==> src/rtl/mem_stage_pkg.sv <==
// Shared encodings and helpers for the MEM pipeline stage: access sizes,
// the stage FSM states, and byte-enable / store-data lane generation.
package mem_stage_pkg;

    localparam logic [1:0] SZ_BYTE = 2'b00;
    localparam logic [1:0] SZ_HALF = 2'b01;
    localparam logic [1:0] SZ_WORD = 2'b10;

    typedef enum logic [1:0] {
        IDLE,
        REQ,
        WAIT,
        DONE
    } state_t;

    function automatic logic [3:0] gen_be(input logic [1:0] size, input logic [1:0] addr_lo);
        case (size)
            SZ_BYTE: return 4'b0001 << addr_lo;
            SZ_HALF: return 4'b0011 << addr_lo;
            default: return 4'b1111;
        endcase
    endfunction

    function automatic logic [31:0] gen_wdata(input logic [1:0] size, input logic [31:0] data);
        case (size)
            SZ_BYTE: return {4{data[7:0]}};
            SZ_HALF: return {2{data[15:0]}};
            default: return data;
        endcase
    endfunction

    // Reserved size 11 is never legal; halves need an even address, words a 4-byte one.
    function automatic logic is_aligned(input logic [1:0] size, input logic [1:0] addr_lo);
        case (size)
            SZ_BYTE: return 1'b1;
            SZ_HALF: return !addr_lo[0];
            SZ_WORD: return addr_lo == 2'b00;
            default: return 1'b0;
        endcase
    endfunction

endpackage

==> src/rtl/load_align.sv <==
// Picks the addressed byte/half lane out of a 32-bit read word and
// sign- or zero-extends it to a full register value.
module load_align
    import mem_stage_pkg::*;
(
    input  logic [31:0] rdata,
    input  logic [1:0]  addr_lo,
    input  logic [1:0]  size,
    input  logic        is_unsigned,
    output logic [31:0] data
);

    logic [7:0]  byte_lane;
    logic [15:0] half_lane;

    always_comb begin
        case (addr_lo)
            2'd0:    byte_lane = rdata[7:0];
            2'd1:    byte_lane = rdata[15:8];
            2'd2:    byte_lane = rdata[23:16];
            default: byte_lane = rdata[31:24];
        endcase
        half_lane = addr_lo[1] ? rdata[31:16] : rdata[15:0];
        case (size)
            SZ_BYTE: data = {{24{byte_lane[7] & ~is_unsigned}}, byte_lane};
            SZ_HALF: data = {{16{half_lane[15] & ~is_unsigned}}, half_lane};
            default: data = rdata;
        endcase
    end

endmodule

==> src/rtl/mem_access_stage.sv <==
// MEM pipeline stage: passes ALU ops straight through, runs loads/stores over a
// req/rsp data-memory handshake with a timeout, and stalls upstream meanwhile.
module mem_access_stage
    import mem_stage_pkg::*;
#(
    parameter int unsigned MAX_WAIT = 15
) (
    input  logic        clk,
    input  logic        rst,
    input  logic        ex_valid,
    input  logic        ex_mem_read,
    input  logic        ex_mem_write,
    input  logic [1:0]  ex_mem_size,
    input  logic        ex_mem_unsigned,
    input  logic [31:0] ex_alu_result,
    input  logic [31:0] ex_store_data,
    input  logic        ex_reg_write,
    input  logic        ex_mem_to_reg,
    input  logic [4:0]  ex_reg_dest,
    output logic        stall_out,
    output logic        dmem_req_valid,
    input  logic        dmem_req_ready,
    output logic        dmem_we,
    output logic [31:0] dmem_addr,
    output logic [31:0] dmem_wdata,
    output logic [3:0]  dmem_be,
    input  logic        dmem_rsp_valid,
    input  logic [31:0] dmem_rdata,
    output logic        wb_valid,
    output logic        wb_reg_write,
    output logic        wb_mem_to_reg,
    output logic [4:0]  wb_reg_dest,
    output logic [31:0] wb_result,
    output logic [31:0] wb_load_data,
    output logic        misalign_exc,
    output logic        bus_error
);

    localparam logic [7:0] TIMER_LAST = 8'(MAX_WAIT - 1);

    state_t      state;
    logic [7:0]  timer;
    logic [31:0] addr_q;
    logic [31:0] wdata_q;
    logic [3:0]  be_q;
    logic [1:0]  size_q;
    logic        uns_q;
    logic        is_load_q;
    logic        reg_write_q;
    logic        mem_to_reg_q;
    logic [4:0]  dest_q;
    logic [31:0] load_q;
    logic        timeout_q;

    logic        mem_op;
    logic        aligned;
    logic        expired;
    logic [31:0] aligned_rdata;

    assign mem_op  = ex_valid && (ex_mem_read || ex_mem_write);
    assign aligned = is_aligned(ex_mem_size, ex_alu_result[1:0]);
    // Budget covers REQ and WAIT together; a WAIT entered on the last REQ cycle expires at once.
    assign expired = timer >= TIMER_LAST;

    load_align u_load_align (
        .rdata       (dmem_rdata),
        .addr_lo     (addr_q[1:0]),
        .size        (size_q),
        .is_unsigned (uns_q),
        .data        (aligned_rdata)
    );

    always_ff @(posedge clk) begin
        // NOTE: nonblocking assignments so every register samples pre-edge values.
        if (rst) begin
            state        <= IDLE;
            timer        <= '0;
            addr_q       <= '0;
            wdata_q      <= '0;
            be_q         <= '0;
            size_q       <= '0;
            uns_q        <= 1'b0;
            is_load_q    <= 1'b0;
            reg_write_q  <= 1'b0;
            mem_to_reg_q <= 1'b0;
            dest_q       <= '0;
            load_q       <= '0;
            timeout_q    <= 1'b0;
        end else begin
            case (state)
                IDLE: begin
                    if (mem_op && aligned) begin
                        addr_q       <= ex_alu_result;
                        wdata_q      <= gen_wdata(ex_mem_size, ex_store_data);
                        be_q         <= gen_be(ex_mem_size, ex_alu_result[1:0]);
                        size_q       <= ex_mem_size;
                        uns_q        <= ex_mem_unsigned;
                        is_load_q    <= ex_mem_read;
                        reg_write_q  <= ex_reg_write;
                        mem_to_reg_q <= ex_mem_to_reg;
                        dest_q       <= ex_reg_dest;
                        load_q       <= '0;
                        timeout_q    <= 1'b0;
                        timer        <= '0;
                        state        <= REQ;
                    end
                end
                REQ: begin
                    timer <= timer + 8'd1;
                    if (dmem_req_ready) begin
                        state <= is_load_q ? WAIT : DONE;
                    end else if (expired) begin
                        timeout_q <= 1'b1;
                        state     <= DONE;
                    end
                end
                WAIT: begin
                    timer <= timer + 8'd1;
                    if (dmem_rsp_valid) begin
                        load_q <= aligned_rdata;
                        state  <= DONE;
                    end else if (expired) begin
                        timeout_q <= 1'b1;
                        state     <= DONE;
                    end
                end
                default: state <= IDLE;
            endcase
        end
    end

    always_comb begin
        // NOTE: every output gets a default first so no path through the case infers a latch.
        stall_out      = 1'b0;
        dmem_req_valid = 1'b0;
        dmem_we        = 1'b0;
        dmem_addr      = '0;
        dmem_wdata     = '0;
        dmem_be        = '0;
        wb_valid       = 1'b0;
        wb_reg_write   = 1'b0;
        wb_mem_to_reg  = 1'b0;
        wb_reg_dest    = '0;
        wb_result      = '0;
        wb_load_data   = '0;
        misalign_exc   = 1'b0;
        bus_error      = 1'b0;
        if (!rst) begin
            case (state)
                IDLE: begin
                    if (ex_valid && (!mem_op || !aligned)) begin
                        wb_valid      = 1'b1;
                        wb_reg_write  = ex_reg_write && !mem_op;
                        wb_mem_to_reg = ex_mem_to_reg;
                        wb_reg_dest   = ex_reg_dest;
                        wb_result     = ex_alu_result;
                        misalign_exc  = mem_op;
                    end else if (mem_op) begin
                        stall_out = 1'b1;
                    end
                end
                REQ: begin
                    stall_out      = 1'b1;
                    dmem_req_valid = 1'b1;
                    dmem_we        = !is_load_q;
                    dmem_addr      = {addr_q[31:2], 2'b00};
                    dmem_wdata     = wdata_q;
                    dmem_be        = be_q;
                end
                WAIT: stall_out = 1'b1;
                default: begin
                    wb_valid      = 1'b1;
                    wb_reg_write  = reg_write_q && !timeout_q;
                    wb_mem_to_reg = mem_to_reg_q;
                    wb_reg_dest   = dest_q;
                    wb_result     = addr_q;
                    wb_load_data  = load_q;
                    bus_error     = timeout_q;
                end
            endcase
        end
    end

endmodule
==> config.mk <==
export PLATFORM = sky130hd
export DESIGN_NAME = mem_access_stage
export DESIGN_NICKNAME = d
export VERILOG_FILES = /design/src/rtl/mem_stage_pkg.sv /design/src/rtl/load_align.sv /design/src/rtl/mem_access_stage.sv
export SDC_FILE = /design/constraint.sdc
export NUM_CORES = 1
export LEC_CHECK = 0
export BUFFER_PORTS_ARGS = -buffer_cell sky130_fd_sc_hd__buf_4
export CORE_ASPECT_RATIO = 1.25
export CORE_MARGIN = 3
export CORE_UTILIZATION = 50
export CTS_BUF_LIST = sky130_fd_sc_hd__clkbuf_8
export CTS_CLUSTER_SIZE = 25
export DETAILED_ROUTE_END_ITERATION = 10
export PLACE_DENSITY = 0.87
export SYNTH_ARGS = -nofsm -noshare
export SYNTH_HDL_FRONTEND = slang
export SYNTH_HIERARCHICAL = 1
export SYNTH_SLANG_ARGS = --single-unit
==> constraint.sdc <==
create_clock -name clk -period 2.1 [get_ports clk]
set_input_delay 0.21 -clock clk [delete_from_list [all_inputs] [get_ports clk]]
set_output_delay 0.21 -clock clk [all_outputs]
set_load 0.03 [all_outputs]
==> qor.yml <==
outcome:
  outcome: "finished with violations"
  violations: "negative setup slack"
sta:
  maxSlewHeadroom: 0.539
  worstMarginPinSlew_ps: 692
  period_share: 1.02
  setup_viol: 44
  finalHoldViolations: 0
  fin_ws_ps: -35.3
  rsz0062_at_grt: "yes"
  fin_tns_setup_ps: -767
  drv_slew: 0
  skew_ps: 12.3
  clock.fmax_ghz: 0.468
  hold_slack_ps: 26.7
  timing.final.crit_period_ps: 2140
routing:
  vias_per_cell: 6.08
  first_pass_iters: 7
  vias: 8072
  drc: 0
  routed_wl_mm: 25.2
  wire_per_inst_um: 19.0
  ant_nets: 0
  drtIter0Drc: 843
worst_setup_path:
  required_ps: 1890
  cp-end-kind: "primary output"
  crit_type: "flop to primary output"
  reg2reg_from: "state[1]"
  arrival_ps: 1930
  startpoint: "state[0]"
  crit_path_max_fanout: 9
  start_kind: "flop"
cells_and_area:
  nets: 1263
  final_cell_mix: "buf_4, nand2_1, dfxtp_1"
  n_antenna_cell: 0
  postLayoutCoreUtil: 0.759
  drive_gt1_frac: 0.328
  layout_commonest_cell: "buf_4"
  layout.cells.non_filler: 1327
  area_growth_pct: 45.7
synthesis:
  yosys_warnings: 6
  avgSynthCellArea_um2: 7.74
  ys_seq_area_frac: 0.347
  ys_types: 54
  yosysTopAreaCell: "dfxtp_1"
  synth-main-ff-cell: "dfxtp_1"
  ys_ff_latch: 122
  synth.cell_area_um2: 7040
  synth_area_leaders: "dfxtp_1, and2_1, nand2_1"
  async_flop_share: 0
  synth-edff-count: 0
  netlist.area_leader.share: 0.347
  netlist_instances: 910
floorplanning:
  core_region_area_um2: 13500
  ios: 258
  dieWidth_um: 112
  die_y_um: 139
  initial_core_util: 0.521
  num_rows: 47
  die-area_um2: 15600
global_routing:
  gr-max-usage-layer: "met2"
  overflow: 0
  grt.total_usage: 0.292
  use_met1: 0.350
  antenna_found_initial: 0
  grtUsageMet2: 0.491
  grt_util_met3: 0.0825
  grt_max_degree: 128
  grt_pass1_wl_mm: 37.8
  grt_pass1_vias: 7505
place:
  io_buffers: 255
  hpwl_mm: 15.8
  place_ws_ps: -276
  placed_cells: 1284
  gp_congestion: 0.926
cts:
  tritoncts.num_buffers: 17
  cts_sinks: 122
  cts_buffer_depth: 2
  cts_hold_buf: 0
  cts_tree: "yes"
  insertion_delay_ps: 440
  htree_levels: 4
  cts-root-buf: "clkbuf_8"
  path_clk_slew_ps: 80
hold_path:
  hp-class: "input port to flop"
  hp-start: "ex_alu_result[5]"
power_and_ir_drop:
  ir_worst_vdd_mv: 0.500
  pwr_density_cell_nw_per_um2: 800
  p_leak_nw: 4.16
run:
  max_cap_violations: 0
==> worst max-delay path, stage by stage, from the launching register on <==
cell,delay (ps)
dfxtp_4,370
ha_4,180
nor4_4,290
buf_6,200
buf_12,130
a22o_1,170
buf_6,140
==> cell families (layout without fill, tap and decap cells) <==
| group | Yosys count | after routing | share of synthesized area |
|---|---|---|---|
| AO/OA/AOI/OAI | 282 | 282 | 0.271 |
| AND/OR/NAND/NOR | 360 | 360 | 0.254 |
| multiplexers | 35 | 35 | 0.0501 |
| flip-flops | 122 | 122 | 0.347 |
| other | 1 | 2 | 0.000533 |
| adder cells (fa/ha/maj) | 7 | 7 | 0.0124 |
| buffers and inverters | 103 | 348 | 0.0649 |
==> cells in the mapped netlist, types with 7 or more instances <==
cell      number
nand2_1      158
dfxtp_1      122
a21oi_1      100
and2_1        99
clkbuf_1      64
o21ai_0       46
a22o_1        37
nand4_1       34
mux2i_1       33
nor2_1        30
o211ai_1      18
buf_2         17
nor2b_1       13
a311oi_1      11
a211oi_1      10
o211ai_2      10
a22oi_1        9
o22a_1         9
inv_1          8
o221ai_1       8
ha_1           7
nand3_1        7
==> cell type report <==
cell class                      count  area, um^2
Clock buffer                       20         275
Clock inverter                     12         196
Timing Repair Buffer              306        2810
Inverter                           10        42.5
Fill cell                         937        3260
Tap cell                          171         214
Sequential cell                   122        2450
Multi-Input combinational cell    686        4280
==> state kept, by name (all words and copies together), names as in the netlist <==
name and count:
addr_q 32, load_q 32, wdata_q 32, timer 8
dest_q 5, be_q 4, size_q 2, state 2
is_load_q 1, mem_to_reg_q 1, reg_write_q 1, timeout_q 1
uns_q 1
==> repair_timing <==
item	4_1_cts	5_1_grt
setup endpoints to repair	107	152
setup buffers	4	3
pin swaps	10	12
gates cloned	1	4
resized for setup	58	83
==> power breakdown <==
part | internal [mW] | switching [mW]
sequential | 2.49 | 0.131
clock | 1.50 | 0.987
combinational | 1.24 | 1.86
==> per-stage QoR <==
step / cell area, um^2 / total power [mW]
2_1_floorplan: 7050 / 4.36
3_3_place_gp: 9150 / 5.28
3_5_place_dp: 9150 / 5.33
4_1_cts: 9900 / 8.02
5_1_grt: 10300 / 8.55
6_report: 10300 / 8.21
==> routing by layer <==
| layer | routed length, um | part of all wire |
|---|---|---|
| met3 | 2290 | 0.091 |
| met5 | 0 | 0 |
| met1 | 9280 | 0.37 |
| met4 | 982 | 0.039 |
| met2 | 12600 | 0.50 |
==> path summary, 6_finish.rpt <==
check        cells after the start  slack (ps)       endpoint
min reg2reg                      2         450    wdata_q[30]
min                              3          30      addr_q[5]
max                              6         -40  wb_result[26]
max reg2reg                     10          40     addr_q[31]
No activity file was read; power rests on OpenSTA's default activity.
